$ cat config.mk
export PLATFORM = sky130hd
export DESIGN_NAME = prim_subst_perm_dec_iter_flat
export DESIGN_NICKNAME = d
export VERILOG_FILES = /design/src/rtl/prim_cipher_pkg.sv /design/src/rtl/prim_subst_perm_dec_iter_pkg.sv /design/src/rtl/prim_subst_perm_dec_iter_if.sv /design/src/rtl/prim_subst_perm_dec_round.sv /design/src/rtl/prim_subst_perm_dec_iter.sv /design/src/flat_wrapper.sv
export SDC_FILE = /design/constraint.sdc
export NUM_CORES = 1
export LEC_CHECK = 0
export BUFFER_PORTS_ARGS = -buffer_cell sky130_fd_sc_hd__clkbuf_2
export CORE_UTILIZATION = 35
export CTS_BUF_LIST = sky130_fd_sc_hd__clkbuf_2
export DETAILED_ROUTE_END_ITERATION = 16
export PLACE_DENSITY = 0.58
export SLEW_MARGIN = 20
export SYNTH_ARGS = -nofsm -noshare
export SYNTH_HDL_FRONTEND = slang
export SYNTH_HIERARCHICAL = 1
export SYNTH_SLANG_ARGS = --single-unit
$ cat constraint.sdc
create_clock -name clk_i -period 2.1 [get_ports clk_i]
set_clock_uncertainty 0.2 [all_clocks]
set_input_delay 0.42 -clock clk_i [delete_from_list [all_inputs] [get_ports clk_i]]
set_output_delay 0.42 -clock clk_i [all_outputs]
set_load 0.01 [all_outputs]
$ cat src/rtl/prim_cipher_pkg.sv
// Shared lightweight-cipher constants used by the substitution/permutation primitives.
package prim_cipher_pkg;

  // Inverse PRESENT 4-bit S-box, entry [i] is the preimage of nibble i.
  parameter logic [15:0][3:0] PRESENT_SBOX4_INV = {4'hA, 4'h9, 4'h7, 4'h0,
                                                   4'h3, 4'h6, 4'h4, 4'hB,
                                                   4'hD, 4'h2, 4'h1, 4'hC,
                                                   4'h8, 4'hF, 4'hE, 4'h5};

endpackage

$ cat src/rtl/prim_subst_perm_dec_iter_pkg.sv
// Helpers shared by the iterative substitution/permutation decrypter and its round logic.
package prim_subst_perm_dec_iter_pkg;
   import prim_cipher_pkg::*;

   localparam int unsigned SboxWidth = 4;

   function automatic logic [SboxWidth-1:0] sbox4_inv(input logic [SboxWidth-1:0] nib);
      return PRESENT_SBOX4_INV[nib];
   endfunction

endpackage

$ cat src/rtl/prim_subst_perm_dec_iter_if.sv
// Input/output handshake bundle of the iterative substitution/permutation decrypter.
interface prim_subst_perm_dec_iter_if #(
   parameter int unsigned DataWidth = 64
);
   logic                 valid_i;
   logic                 ready_o;
   logic [DataWidth-1:0] data_i;
   logic [DataWidth-1:0] key_i;
   logic                 valid_o;
   logic                 ready_i;
   logic [DataWidth-1:0] data_o;

   modport master (
      output valid_i, data_i, key_i, ready_i,
      input  ready_o, valid_o, data_o
   );

   modport slave (
      input  valid_i, data_i, key_i, ready_i,
      output ready_o, valid_o, data_o
   );

endinterface

$ cat src/rtl/prim_subst_perm_dec_round.sv
// One combinational inverse round: key XOR, un-regroup, bit-reverse, inverse S-box layer.
module prim_subst_perm_dec_round
   import prim_subst_perm_dec_iter_pkg::*;
#(
   parameter int unsigned DataWidth = 64
) (
   input  logic [DataWidth-1:0] data_i,
   input  logic [DataWidth-1:0] key_i,
   output logic [DataWidth-1:0] data_o
);

   localparam int unsigned Half       = DataWidth / 2;
   localparam int unsigned NumNibbles = DataWidth / SboxWidth;
   localparam int unsigned SboxBits   = NumNibbles * SboxWidth;

   logic [DataWidth-1:0] y;
   logic [DataWidth-1:0] f;
   logic [DataWidth-1:0] z;

   assign y = data_i ^ key_i;

   // Interleave lower and upper halves back into even/odd bit positions.
   for (genvar k = 0; k < Half; k++) begin : g_unregroup
      assign f[2*k]   = y[k];
      assign f[2*k+1] = y[k+Half];
   end
   if (DataWidth % 2 == 1) begin : g_odd_msb
      assign f[DataWidth-1] = y[DataWidth-1];
   end

   for (genvar k = 0; k < DataWidth; k++) begin : g_reverse
      assign z[DataWidth-1-k] = f[k];
   end

   for (genvar k = 0; k < NumNibbles; k++) begin : g_sbox
      assign data_o[SboxWidth*k +: SboxWidth] = sbox4_inv(z[SboxWidth*k +: SboxWidth]);
   end
   if (SboxBits < DataWidth) begin : g_partial_nibble
      assign data_o[DataWidth-1:SboxBits] = z[DataWidth-1:SboxBits];
   end

endmodule

$ cat src/rtl/prim_subst_perm_dec_iter.sv
// Iterative handshaked inverse of the substitution/permutation diffusion primitive,
// one inverse round per clock.
module prim_subst_perm_dec_iter
   import prim_subst_perm_dec_iter_pkg::*;
#(
   parameter int unsigned DataWidth = 64,
   parameter int unsigned NumRounds = 31
) (
   input  logic                        clk_i,
   input  logic                        rst_i,
   input  logic                        clr_i,
   prim_subst_perm_dec_iter_if.slave   bus
);

   localparam int unsigned     CntW    = $clog2(NumRounds + 1);
   localparam logic [CntW-1:0] LastRnd = CntW'(NumRounds);

   typedef enum logic [1:0] {StIdle, StBusy, StDone} fsm_e;

   fsm_e                 fsm_q, fsm_d;
   logic [DataWidth-1:0] state_q, state_d;
   logic [DataWidth-1:0] key_q, key_d;
   logic [DataWidth-1:0] round_out;
   logic [CntW-1:0]      rnd_q, rnd_d, rnd_inc;
   logic                 accept;

   prim_subst_perm_dec_round #(
      .DataWidth (DataWidth)
   ) u_round (
      .data_i (state_q),
      .key_i  (key_q),
      .data_o (round_out)
   );

   assign rnd_inc = rnd_q + CntW'(1);

   // Gate ready with clr so an abort never looks like an accepted word upstream.
   assign bus.ready_o = (fsm_q == StIdle) && !clr_i && !rst_i;
   assign bus.valid_o = (fsm_q == StDone);
   assign bus.data_o  = state_q ^ key_q;
   assign accept      = bus.valid_i && bus.ready_o;

   always_comb begin
      fsm_d   = fsm_q;
      state_d = state_q;
      key_d   = key_q;
      rnd_d   = rnd_q;

      unique case (fsm_q)
         StIdle: begin
            if (accept) begin
               state_d = bus.data_i;
               key_d   = bus.key_i;
               rnd_d   = '0;
               fsm_d   = StBusy;
            end
         end
         StBusy: begin
            state_d = round_out;
            rnd_d   = rnd_inc;
            if (rnd_inc == LastRnd) begin
               fsm_d = StDone;
            end
         end
         StDone: begin
            if (bus.ready_i) begin
               fsm_d = StIdle;
            end
         end
         default: fsm_d = StIdle;
      endcase

      if (clr_i) begin
         fsm_d = StIdle;
         rnd_d = '0;
      end
   end

   always_ff @(posedge clk_i) begin
      if (rst_i) begin
         fsm_q   <= StIdle;
         state_q <= '0;
         key_q   <= '0;
         rnd_q   <= '0;
      end else begin
         fsm_q   <= fsm_d;
         state_q <= state_d;
         key_q   <= key_d;
         rnd_q   <= rnd_d;
      end
   end

endmodule

$ cat src/flat_wrapper.sv
// flat-port wrapper written by rule: the top's interface ports become plain ports
module prim_subst_perm_dec_iter_flat import prim_subst_perm_dec_iter_pkg::*;
#(
   parameter int unsigned DataWidth = 64,
   parameter int unsigned NumRounds = 31
)
  (clk_i, rst_i, clr_i, bus_valid_i, bus_data_i, bus_key_i, bus_ready_i, bus_ready_o, bus_valid_o, bus_data_o);
  prim_subst_perm_dec_iter_if #(.DataWidth(DataWidth)) bus_i ();
  input  logic clk_i;
  input  logic rst_i;
  input  logic clr_i;
  input wire logic [$bits(bus_i.valid_i)-1:0] bus_valid_i;
  input wire logic [$bits(bus_i.data_i)-1:0] bus_data_i;
  input wire logic [$bits(bus_i.key_i)-1:0] bus_key_i;
  input wire logic [$bits(bus_i.ready_i)-1:0] bus_ready_i;
  output wire logic [$bits(bus_i.ready_o)-1:0] bus_ready_o;
  output wire logic [$bits(bus_i.valid_o)-1:0] bus_valid_o;
  output wire logic [$bits(bus_i.data_o)-1:0] bus_data_o;
  assign bus_i.valid_i = bus_valid_i;
  assign bus_i.data_i = bus_data_i;
  assign bus_i.key_i = bus_key_i;
  assign bus_i.ready_i = bus_ready_i;
  assign bus_ready_o = bus_i.ready_o;
  assign bus_valid_o = bus_i.valid_o;
  assign bus_data_o = bus_i.data_o;
  prim_subst_perm_dec_iter #(.DataWidth(DataWidth), .NumRounds(NumRounds)) u_core (.clk_i(clk_i), .rst_i(rst_i), .clr_i(clr_i), .bus(bus_i));
endmodule
==> results of run 1 <==
stage by stage:
| stage | cells | util |
|---|---|---|
| 4_1_cts | 2045 | 0.568 |
| 3_3_place_gp | 1766 | 0.444 |
| 3_5_place_dp | 1766 | 0.444 |
| 2_1_floorplan | 1162 | - |
| 5_1_grt | 2063 | 0.607 |
| 6_report | 2063 | 0.607 |
logic make-up after synthesis:
logic type      synth area share
xor+xnor                   0.165
mux                       0.0537
simple gates               0.264
flops                      0.284
compound gates             0.115
buf+inv                   0.0542
fa+ha+maj                 0.0645
layout make-up:
type	instances	area [um2]	area share
diodes	1	2.50	0.000156
clock buffers	19	95.1	0.00594
clock inverters	13	180	0.0113
inverters	47	179	0.0112
multi-input cells	921	7470	0.466
flip-flops and latches	135	3020	0.189
well taps	335	419	0.0262
repair buffers	592	4640	0.290
sequential cells by signal (all words and copies together) (netlist names):
name            cells
u_core/key_q       64
u_core/state_q     64
u_core/rnd_q        5
u_core/fsm_q        2
power breakdown:
group | internal, mW | switching (mW) | leakage, nW
logic | 2.15 | 2.02 | 5.61
clock network | 0.786 | 1.08 | 0.161
registers | 2.72 | 0.173 | 1.18
total | 5.66 | 3.28 | 6.95
worst reg2reg max path, stage by stage (launching register included):
cell and delay [ns]:
dfxtp_2 0.38, buf_6 0.11, buf_6 0.11, xnor2_4 0.16
inv_2 0.07, buf_6 0.13, ha_4 0.24, mux4_2 0.46
nor2_1 0.10, nor4_1 0.05
worst min path at each step:
| stage | from | end | slack [ns] | depth (start not counted) |
|---|---|---|---|---|
| 4_1_cts | rst_i | u_core/key_q[21]$_SDFFE_PP0P_ | 0.07 | 6 |
| 6_report | rst_i | u_core/key_q[36]$_SDFFE_PP0P_ | 0.14 | 6 |
| 3_5_place_dp | u_core/key_q[10]$_SDFFE_PP0P_ | u_core/key_q[10]$_SDFFE_PP0P_ | 0.28 | 2 |
| 5_1_grt | rst_i | u_core/key_q[40]$_SDFFE_PP0P_ | 0.10 | 6 |
| 2_1_floorplan | u_core/rnd_q[4]$_SDFFE_PP0P_ | u_core/rnd_q[4]$_SDFFE_PP0P_ | 0.26 | 2 |
| 3_3_place_gp | u_core/key_q[10]$_SDFFE_PP0P_ | u_core/key_q[10]$_SDFFE_PP0P_ | 0.28 | 2 |
layout by cell type (no fill, tap or decap), types with 6 or more instances in the layout:
| cell | count |
|---|---|
| and3_1 | 6 |
| nor2_1 | 167 |
| nand2_1 | 159 |
| ha_1 | 29 |
| o21ai_0 | 29 |
| buf_4 | 208 |
| xor2_4 | 16 |
| a211oi_1 | 16 |
| ha_4 | 19 |
| xnor2_2 | 20 |
| inv_1 | 32 |
| mux4_2 | 12 |
| clkbuf_2 | 155 |
| a21oi_1 | 102 |
| buf_12 | 10 |
| xnor2_4 | 17 |
| buf_6 | 53 |
| dfxtp_2 | 67 |
| nor3_1 | 71 |
| nor4_2 | 48 |
| inv_2 | 14 |
| dfxtp_4 | 63 |
| nor2_2 | 11 |
| xor2_1 | 42 |
| buf_2 | 51 |
| dlygate4sd3_1 | 133 |
| mux2i_1 | 14 |
| xnor2_1 | 17 |
| o21a_1 | 7 |
| nor4_1 | 16 |
| o31ai_1 | 6 |
| xor2_2 | 37 |
metal layers:
metal  vias up  GRT usage  part of all wire  wire (um)
li1       5054          -                 -          -
met1      4893      0.297              0.43      14900
met2       327      0.411              0.49      16900
met3        46     0.0454             0.054       1840
met4         2     0.0604             0.019        644
met5         -          0           0.00029         10
timing repair:
action,CTS,global route
hold buffers,133,0
endpoints found under the setup margin,70,107
resized for setup,267,206
hold endpoints to repair,135,0
pin swaps,36,55
buffers inserted,126,18
gates cloned,0,0
==> flow_metrics.py, run 1 <==
metrics = {
    "status": {
        "status": "finished with violations",
        "failed_checks": "setup timing",
    },
    "synthesis": {
        "synth_ff_type": "dfxtp_1",
        "synth_most_common_cell": "nor2_1",
        "netlist_top_cells_count": "nor2_1 (178), nand2_1 (160), dfxtp_1 (135)",
        "synth_top_area_share": 0.284,
        "synth_top_area_cell": "dfxtp_1",
        "avgSynthCellArea_um2": 8.18,
        "ys_seq_area_frac": 0.284,
        "synth_area_um2": 9500,
        "async_flop_share": 0,
        "ys_types": 49,
        "syn_inst": 1162,
        "synth-edff-count": 0,
        "synth.area.top_cells": "dfxtp_1 (28%), xor2_1 (7.3%), nor2_1 (7.0%)",
        "synth_warnings": 6,
        "syn_nets": 1344,
        "ys_ff_latch": 135,
    },
    "sta": {
        "fmax_ghz": 0.444,
        "setup_viol": 28,
        "worstMarginPinSlew_ns": 0.527,
        "drv_slew": 0,
        "hold_violations": 0,
        "whs_ns": 0.144,
        "rsz0062_at_grt": "true",
        "finalCriticalPeriod_ns": 2.25,
        "relSlewSlack": 0.647,
        "finalWorstSetupSlack_ns": -0.152,
        "fin_setup_tns_ns": -1.29,
        "post-route-period-util": 1.07,
    },
    "worst_setup_path": {
        "r2r-end": "u_core/state_q[54]$_SDFFE_PP0P_",
        "cp_slowest_cell": "dfxtp_2",
        "crit_start": "u_core/fsm_q[0]$_SDFFE_PP0P_",
        "crit_required_ns": 1.48,
        "arrival_ns": 1.63,
        "setup.worst_path.end": "bus_ready_o",
        "path_max_fanout": 2,
        "path_buf_inv": 2,
        "crit_cells": 3,
        "critPathMaxStageDelay_ns": 0.38,
        "path_delay_family": "flip-flops",
        "end_kind": "output pin",
        "critical_path_class": "flip-flop to output pin",
        "r2r_start": "u_core/state_q[37]$_SDFFE_PP0P_",
        "worst_setup_path_start_kind": "flip-flop",
        "reg2reg_depth": 9,
        "crit_chain": "nor4_4, buf_4, buf_8",
        "r2r_slack_ns": -0.03,
    },
    "layout": {
        "nets": 1896,
        "layout-area-overhead-vs-synth_pct": 68.4,
        "stdcell_area_um2": 16000,
        "fillers": 2190,
        "drive_above_1_share": 0.488,
    },
    "die": {
        "start_util": 0.361,
        "ios": 199,
        "core.rowCount": 59,
        "die_height_um": 167,
        "core_um2": 26400,
        "fp.dieArea_um2": 27800,
        "die_x_um": 167,
    },
    "clock_network": {
        "clk_pin_slew_ns": 0.22,
        "ctsRootBufferMaster": "clkbuf_2",
        "cts.sinks": 135,
        "cts_tree": "yes",
        "cts_buffer_depth": 2,
        "htree_levels": 4,
        "clk_latency_ns": 0.74,
        "cts_made_buffers": 17,
    },
    "drt": {
        "drt-initial-drc-count": 661,
        "via_per_inst": 5.00,
        "drc": 0,
        "num_vias": 10322,
        "detail_route.wl_per_cell_um": 16.6,
        "postRouteAntennaNets": 0,
        "drt_pass1_iterations": 6,
        "drt_wl_total_um": 34200,
    },
    "global_route": {
        "grt_max_degree": 82,
        "grt_pass1_vias": 10177,
        "grt-ovfl-total": 0,
        "grt_pass1_wl_um": 51500,
        "antenna_found_initial": 2,
        "grtUsageTotal": 0.236,
    },
    "power": {
        "power.leakage_nw": 6.95,
        "max-vdd-ir-drop_uv": 356,
        "p_per_area_nw_per_um2": 558,
        "power_mw": 8.93,
    },
    "place": {
        "dpl.hpwl_um": 22000,
        "placed_cell_area_um2": 11700,
        "port_buffers": 198,
        "place_ws_ns": -0.0651,
        "gp_congestion": 0.881,
    },
    "min_path": {
        "hold_class": "primary input to flip-flop",
    },
    "run": {
        "cap_violations": 0,
    },
}
Note: power is estimated with default switching activity, not from simulation.
==> run 2: changes to the inputs <==
--- a/config.mk
+++ b/config.mk
@@ -9,7 +9,6 @@
 export CORE_UTILIZATION = 35
 export CTS_BUF_LIST = sky130_fd_sc_hd__clkbuf_2
 export DETAILED_ROUTE_END_ITERATION = 16
-export PLACE_DENSITY = 0.58
 export SLEW_MARGIN = 20
 export SYNTH_ARGS = -nofsm -noshare
 export SYNTH_HDL_FRONTEND = slang
==> run 2 against run 1 <==
Effect of this change: the run still ends with setup timing left; sequential cell count unchanged; clock power down 16%; sequential share of layout area down 0.052 points; die area unchanged; first-iteration DRC count down 3.2%; critical path type unchanged; highest routed layer is now met4.
==> flow_metrics.py, run 2 (synthesis results as in run 1) <==
metrics = {
    "sta": {
        "post-route-period-util": 1.08,
        "setup_viol": 23,
        "finalWorstSetupSlack_ns": -0.172,
        "finalCriticalPeriod_ns": 2.27,
        "fmax_ghz": 0.440,
        "hold_violations": 0,
        "rsz0062_at_grt": "true",
        "relSlewSlack": 0.599,
        "worstMarginPinSlew_ns": 0.602,
        "fin_setup_tns_ns": -1.25,
        "drv_slew": 0,
    },
    "power": {
        "p_sw_frac": 0.377,
        "p_per_area_nw_per_um2": 541,
        "p_comb_frac": 0.487,
        "power.leakage_nw": 6.94,
        "max-vdd-ir-drop_uv": 323,
        "pwr-share-seq": 0.333,
        "p_clk_frac": 0.180,
        "power.internal_mw": 5.46,
        "p_sw_mw": 3.31,
    },
    "drt": {
        "num_vias": 10487,
        "drt-initial-drc-count": 640,
        "drt_wl_total_um": 36300,
        "drt_pass1_iterations": 7,
        "detail_route.wl_per_cell_um": 17.6,
        "drc": 0,
        "postRouteAntennaNets": 0,
        "via_per_inst": 5.08,
    },
    "min_path": {
        "hold_class": "primary input to flip-flop",
        "holdPathStages": 3,
    },
    "global_route": {
        "grt_pass1_wl_um": 52600,
        "antenna_found_initial": 1,
        "grt_max_degree": 100,
        "grt_pass1_vias": 10252,
        "grt-ovfl-total": 0,
        "grtUsageTotal": 0.240,
    },
    "run": {
        "cap_violations": 0,
    },
    "layout": {
        "multi_input_area_um2": 7610,
        "mostFrequentLayoutCells": "buf_4 (204), nor2_1 (158), nand2_1 (158)",
        "layout.area.seq_um2": 3050,
        "layout-area-overhead-vs-synth_pct": 70.6,
        "fillers": 2128,
        "final_common_cell": "buf_4",
        "nets": 1894,
        "drive_above_1_share": 0.499,
        "largestRegisters": "u_core/key_q (64), u_core/state_q (64), u_core/rnd_q (5)",
    },
    "clock_network": {
        "htree_levels": 4,
        "ctsRootBufferMaster": "clkbuf_2",
        "cts.sinks": 135,
        "cts_tree": "yes",
        "cts_made_buffers": 17,
        "clk_latency_ns": 0.74,
        "clk_pin_slew_ns": 0.22,
        "cts_buffer_depth": 2,
    },
    "place": {
        "gp_congestion": 0.869,
        "dpl.hpwl_um": 22100,
        "place_ws_ns": -0.114,
        "port_buffers": 198,
    },
    "die": {
        "core.rowCount": 59,
        "ios": 199,
        "start_util": 0.361,
        "die_height_um": 167,
        "fp.dieArea_um2": 27800,
        "die_x_um": 167,
        "core_um2": 26400,
    },
    "worst_setup_path": {
        "arrival_ns": 1.65,
        "critical_path_class": "flip-flop to output pin",
        "end_kind": "output pin",
        "crit_required_ns": 1.48,
        "path_max_fanout": 2,
        "worst_setup_path_start_kind": "flip-flop",
        "reg2reg_depth": 8,
    },
    "status": {
        "failed_checks": "setup timing",
        "status": "finished with violations",
    },
}
## run 2: cell count changes in the layout (fill, tap and decap cells not counted), moves of 5 or more
cell,before,now
nor2_4,0,7
ha_4,19,24
ha_1,29,23
nor2_1,167,158
xor2_2,37,44
xor2_1,42,36
dfxtp_4,63,75
dfxtp_2,67,55
## run 2: critical path, cell delays in order, from the launching register on
cell,delay [ns]
dfxtp_2,0.39
nor4_4,0.27
buf_4,0.17
buf_8,0.09
## run 2: layout make-up
| cell class | count | share of cell area |
|---|---|---|
| Multi-Input combinational cell | 921 | 0.470 |
| Timing Repair Buffer | 590 | 0.291 |
| Sequential cell | 135 | 0.188 |
| Tap cell | 335 | 0.0259 |
| Inverter | 47 | 0.0115 |
| Clock inverter | 10 | 0.00656 |
| Clock buffer | 21 | 0.00648 |
| Antenna cell | 5 | 0.000772 |
## run 2: path summary, 6_finish.rpt
path / startpoint / to / slack [ns]
min reg2reg: u_core/key_q[30]$_SDFFE_PP0P_ / u_core/key_q[30]$_SDFFE_PP0P_ / 0.30
min: rst_i / u_core/key_q[41]$_SDFFE_PP0P_ / 0.03
max reg2reg: u_core/fsm_q[1]$_SDFFE_PP0P_ / u_core/rnd_q[3]$_SDFFE_PP0P_ / 0.01
max: u_core/fsm_q[1]$_SDFFE_PP0P_ / bus_ready_o / -0.17
## run 2: layer usage
layer	track usage	wire [um]	vias to the layer above
li1	-	-	5051
met1	0.300	15700	4992
met2	0.415	17800	368
met3	0.0375	1590	76
met4	0.0938	1240	0
met5	0	0	-
## run 2: through the flow
stage	hold slack, ns	power [mW]	std cells	cell area, um2	util
final	0.0327	8.77	2064	16200	0.615
after global routing	0.0197	9.29	2064	16200	0.615
after CTS	0.0313	8.19	2018	14800	0.563
after detailed placement	0.281	6.04	1760	11700	0.443
after global placement	0.277	6.00	1760	11700	0.443
after floorplan	0.263	4.87	1162	9500	-
## run 2: timing repair
item                                    4_1_cts  5_1_grt
cloned                                        0        3
resized for setup                           281      236
endpoints found under the setup margin       74      102
hold buffers                                133        0
pin swaps                                    25       62
endpoints found under the hold margin       135        0
buffers inserted                            101       42
## run 2: power by group through the flow
stage / Sequential (mW) / Combinational (mW) / Clock [mW]
after global placement: 2.99 / 3.01 / 0
after floorplan: 2.97 / 1.90 / 0
after global routing: 2.94 / 4.60 / 1.75
after CTS: 2.91 / 3.66 / 1.62
final: 2.92 / 4.27 / 1.58
after detailed placement: 2.99 / 3.05 / 0
==> run 3: changes to the inputs <==
==> constraint.sdc (replaced) <==
create_clock -name clk_i -period 2.1 [get_ports clk_i]
set_clock_uncertainty 0.2 [all_clocks]
set_input_delay 0.315 -clock clk_i [delete_from_list [all_inputs] [get_ports clk_i]]
set_output_delay 0.315 -clock clk_i [all_outputs]
set_load 0.05 [all_outputs]
==> run 3 against run 2 <==
Effect of this change: core utilization up 0.34 points; critical path depth unchanged; maximum frequency up 3.1%; register-to-register slack better by 0.02 ns; first-iteration DRC count up 19%; highest routed layer unchanged; sequential power up 2%; combinational power up 13%; wire length up 3.3%; sequential share of layout area up 0.097 points; the flow finishes with violations (hold timing, setup timing); global-route usage up 1.7 points; power up 5.2%; clock power down 9%.
==> flow_metrics.py, run 3 (synthesis results as in run 1) <==
metrics = {
    "status": {
        "status": "finished with violations",
        "failed_checks": "hold timing, setup timing",
    },
    "clock_network": {
        "clk_latency_ns": 0.72,
        "cts_tree": "yes",
        "cts_made_buffers": 17,
        "holdBufCountCts": 146,
        "cts.sinks": 135,
        "htree_levels": 4,
        "clk_pin_slew_ns": 0.22,
        "cts_buffer_depth": 2,
        "ctsRootBufferMaster": "clkbuf_2",
    },
    "layout": {
        "nets": 1838,
        "fin_util": 0.618,
        "largestRegisters": "u_core/key_q (64), u_core/state_q (64), u_core/rnd_q (5)",
        "layout-area-overhead-vs-synth_pct": 71.5,
        "mostFrequentLayoutCells": "nor2_1 (172), nand2_1 (159), buf_4 (158)",
        "final_common_cell": "nor2_1",
        "stdcell_area_um2": 16300,
        "drive_above_1_share": 0.465,
    },
    "worst_setup_path": {
        "path_max_fanout": 3,
        "critical_path_class": "flip-flop to output pin",
        "end_kind": "output pin",
        "r2r_start": "u_core/key_q[41]$_SDFFE_PP0P_",
        "arrival_ns": 1.69,
        "critPathMaxStageDelay_ns": 0.40,
        "crit_required_ns": 1.58,
        "cp_slowest_cell": "dfxtp_4",
        "reg2reg_depth": 7,
        "crit_chain": "nor4_4, buf_4, clkbuf_16",
        "worst_setup_path_start_kind": "flip-flop",
        "r2r-end": "u_core/state_q[47]$_SDFFE_PP0P_",
        "r2r_slack_ns": 0.03,
    },
    "die": {
        "start_util": 0.361,
        "die_x_um": 167,
        "die_height_um": 167,
        "core_um2": 26400,
        "fp.dieArea_um2": 27800,
        "core.rowCount": 59,
        "ios": 199,
    },
    "drt": {
        "num_vias": 10501,
        "postRouteAntennaNets": 0,
        "drc": 0,
        "drt_pass1_iterations": 5,
        "drt_wl_total_um": 37500,
        "via_per_inst": 5.24,
        "detail_route.wl_per_cell_um": 18.7,
        "drt-initial-drc-count": 763,
    },
    "sta": {
        "hold_violations": 1,
        "post-route-period-util": 1.05,
        "fin_setup_tns_ns": -0.121,
        "worstMarginPinSlew_ns": 0.748,
        "rsz0062_at_grt": "true",
        "whs_ns": -0.0126,
        "setup_viol": 4,
        "fmax_ghz": 0.454,
        "finalWorstSetupSlack_ns": -0.104,
        "drv_slew": 0,
        "finalCriticalPeriod_ns": 2.20,
        "relSlewSlack": 0.500,
    },
    "place": {
        "placed_cell_area_um2": 11500,
        "place_ws_ns": -0.0592,
        "gp_congestion": 0.847,
        "dpl.hpwl_um": 21500,
        "port_buffers": 198,
    },
    "global_route": {
        "grtUsageTotal": 0.257,
        "grt_pass1_wl_um": 55600,
        "grt-ovfl-total": 0,
        "grt_pass1_vias": 10417,
        "grt_max_degree": 62,
        "antenna_found_initial": 3,
    },
    "min_path": {
        "hold_class": "primary input to flip-flop",
        "whs_endpoint": "u_core/state_q[52]$_SDFFE_PP0P_",
        "holdPathStages": 5,
        "hp-start": "rst_i",
    },
    "power": {
        "p_per_area_nw_per_um2": 566,
        "max-vdd-ir-drop_uv": 364,
        "power.leakage_nw": 6.75,
    },
    "run": {
        "cap_violations": 0,
    },
}
[run 3: area by class of cell]
type                            count  area [um2]
Fill cell                        2072       10100
Multi-Input combinational cell    921        7650
Timing Repair Buffer              534        4780
Sequential cell                   135        3090
Tap cell                          335         419
Inverter                           47         176
Clock buffer                       18        90.1
Clock inverter                     12        88.8
Antenna cell                        3        7.51
[run 3: what timing repair did]
action / in CTS / in global routing
setup buffers: 78 / 15
resized for setup: 391 / 211
endpoints found under the hold margin: 135 / 3
pin swaps: 19 / 34
setup endpoints to repair: 71 / 105
cloned: 0 / 0
[run 3: worst max path at each step]
stage / from / to / slack (ns) / cells past startpoint
2_1_floorplan: u_core/fsm_q[1]$_SDFFE_PP0P_ / u_core/state_q[15]$_SDFFE_PP0P_ / -0.02 / 6
3_3_place_gp: u_core/key_q[49]$_SDFFE_PP0P_ / u_core/state_q[30]$_SDFFE_PP0P_ / 0.006 / 6
3_5_place_dp: u_core/key_q[49]$_SDFFE_PP0P_ / u_core/state_q[30]$_SDFFE_PP0P_ / -0.06 / 6
4_1_cts: u_core/fsm_q[1]$_SDFFE_PP0P_ / bus_ready_o / -0.17 / 3
5_1_grt: u_core/fsm_q[1]$_SDFFE_PP0P_ / bus_ready_o / -0.23 / 3
6_report: u_core/fsm_q[1]$_SDFFE_PP0P_ / bus_ready_o / -0.10 / 3
[run 3: layer usage]
| layer | track usage | vias up | share of wire |
|---|---|---|---|
| met5 | 0 | - | 0 |
| met4 | 0.0994 | 0 | 0.034 |
| met3 | 0.0494 | 92 | 0.060 |
| met2 | 0.446 | 418 | 0.50 |
| met1 | 0.314 | 5071 | 0.41 |
| li1 | - | 4920 | - |
[run 3: stage by stage]
| step | std cells | hold slack (ns) | total power [mW] |
|---|---|---|---|
| after global placement | 1745 | 0.280 | 6.46 |
| after global routing | 2004 | -0.0597 | 9.72 |
| after CTS | 1988 | -0.0464 | 8.75 |
| after floorplan | 1162 | 0.251 | 5.36 |
| after detailed placement | 1745 | 0.285 | 6.50 |
| final | 2005 | -0.0126 | 9.22 |
[run 3: where the power goes]
group | leakage (nW) | switching, mW | internal [mW]
logic | 5.45 | 2.52 | 2.30
clock network | 0.114 | 1.04 | 0.393
registers | 1.18 | 0.262 | 2.71
[run 3: worst max-delay path: cells and delay by family, from the launching register on]
kind / cells / cell delay (ns)
flip-flops: 1 / 0.40
AND/OR/NAND/NOR: 1 / 0.27
buffers and inverters: 2 / 0.32
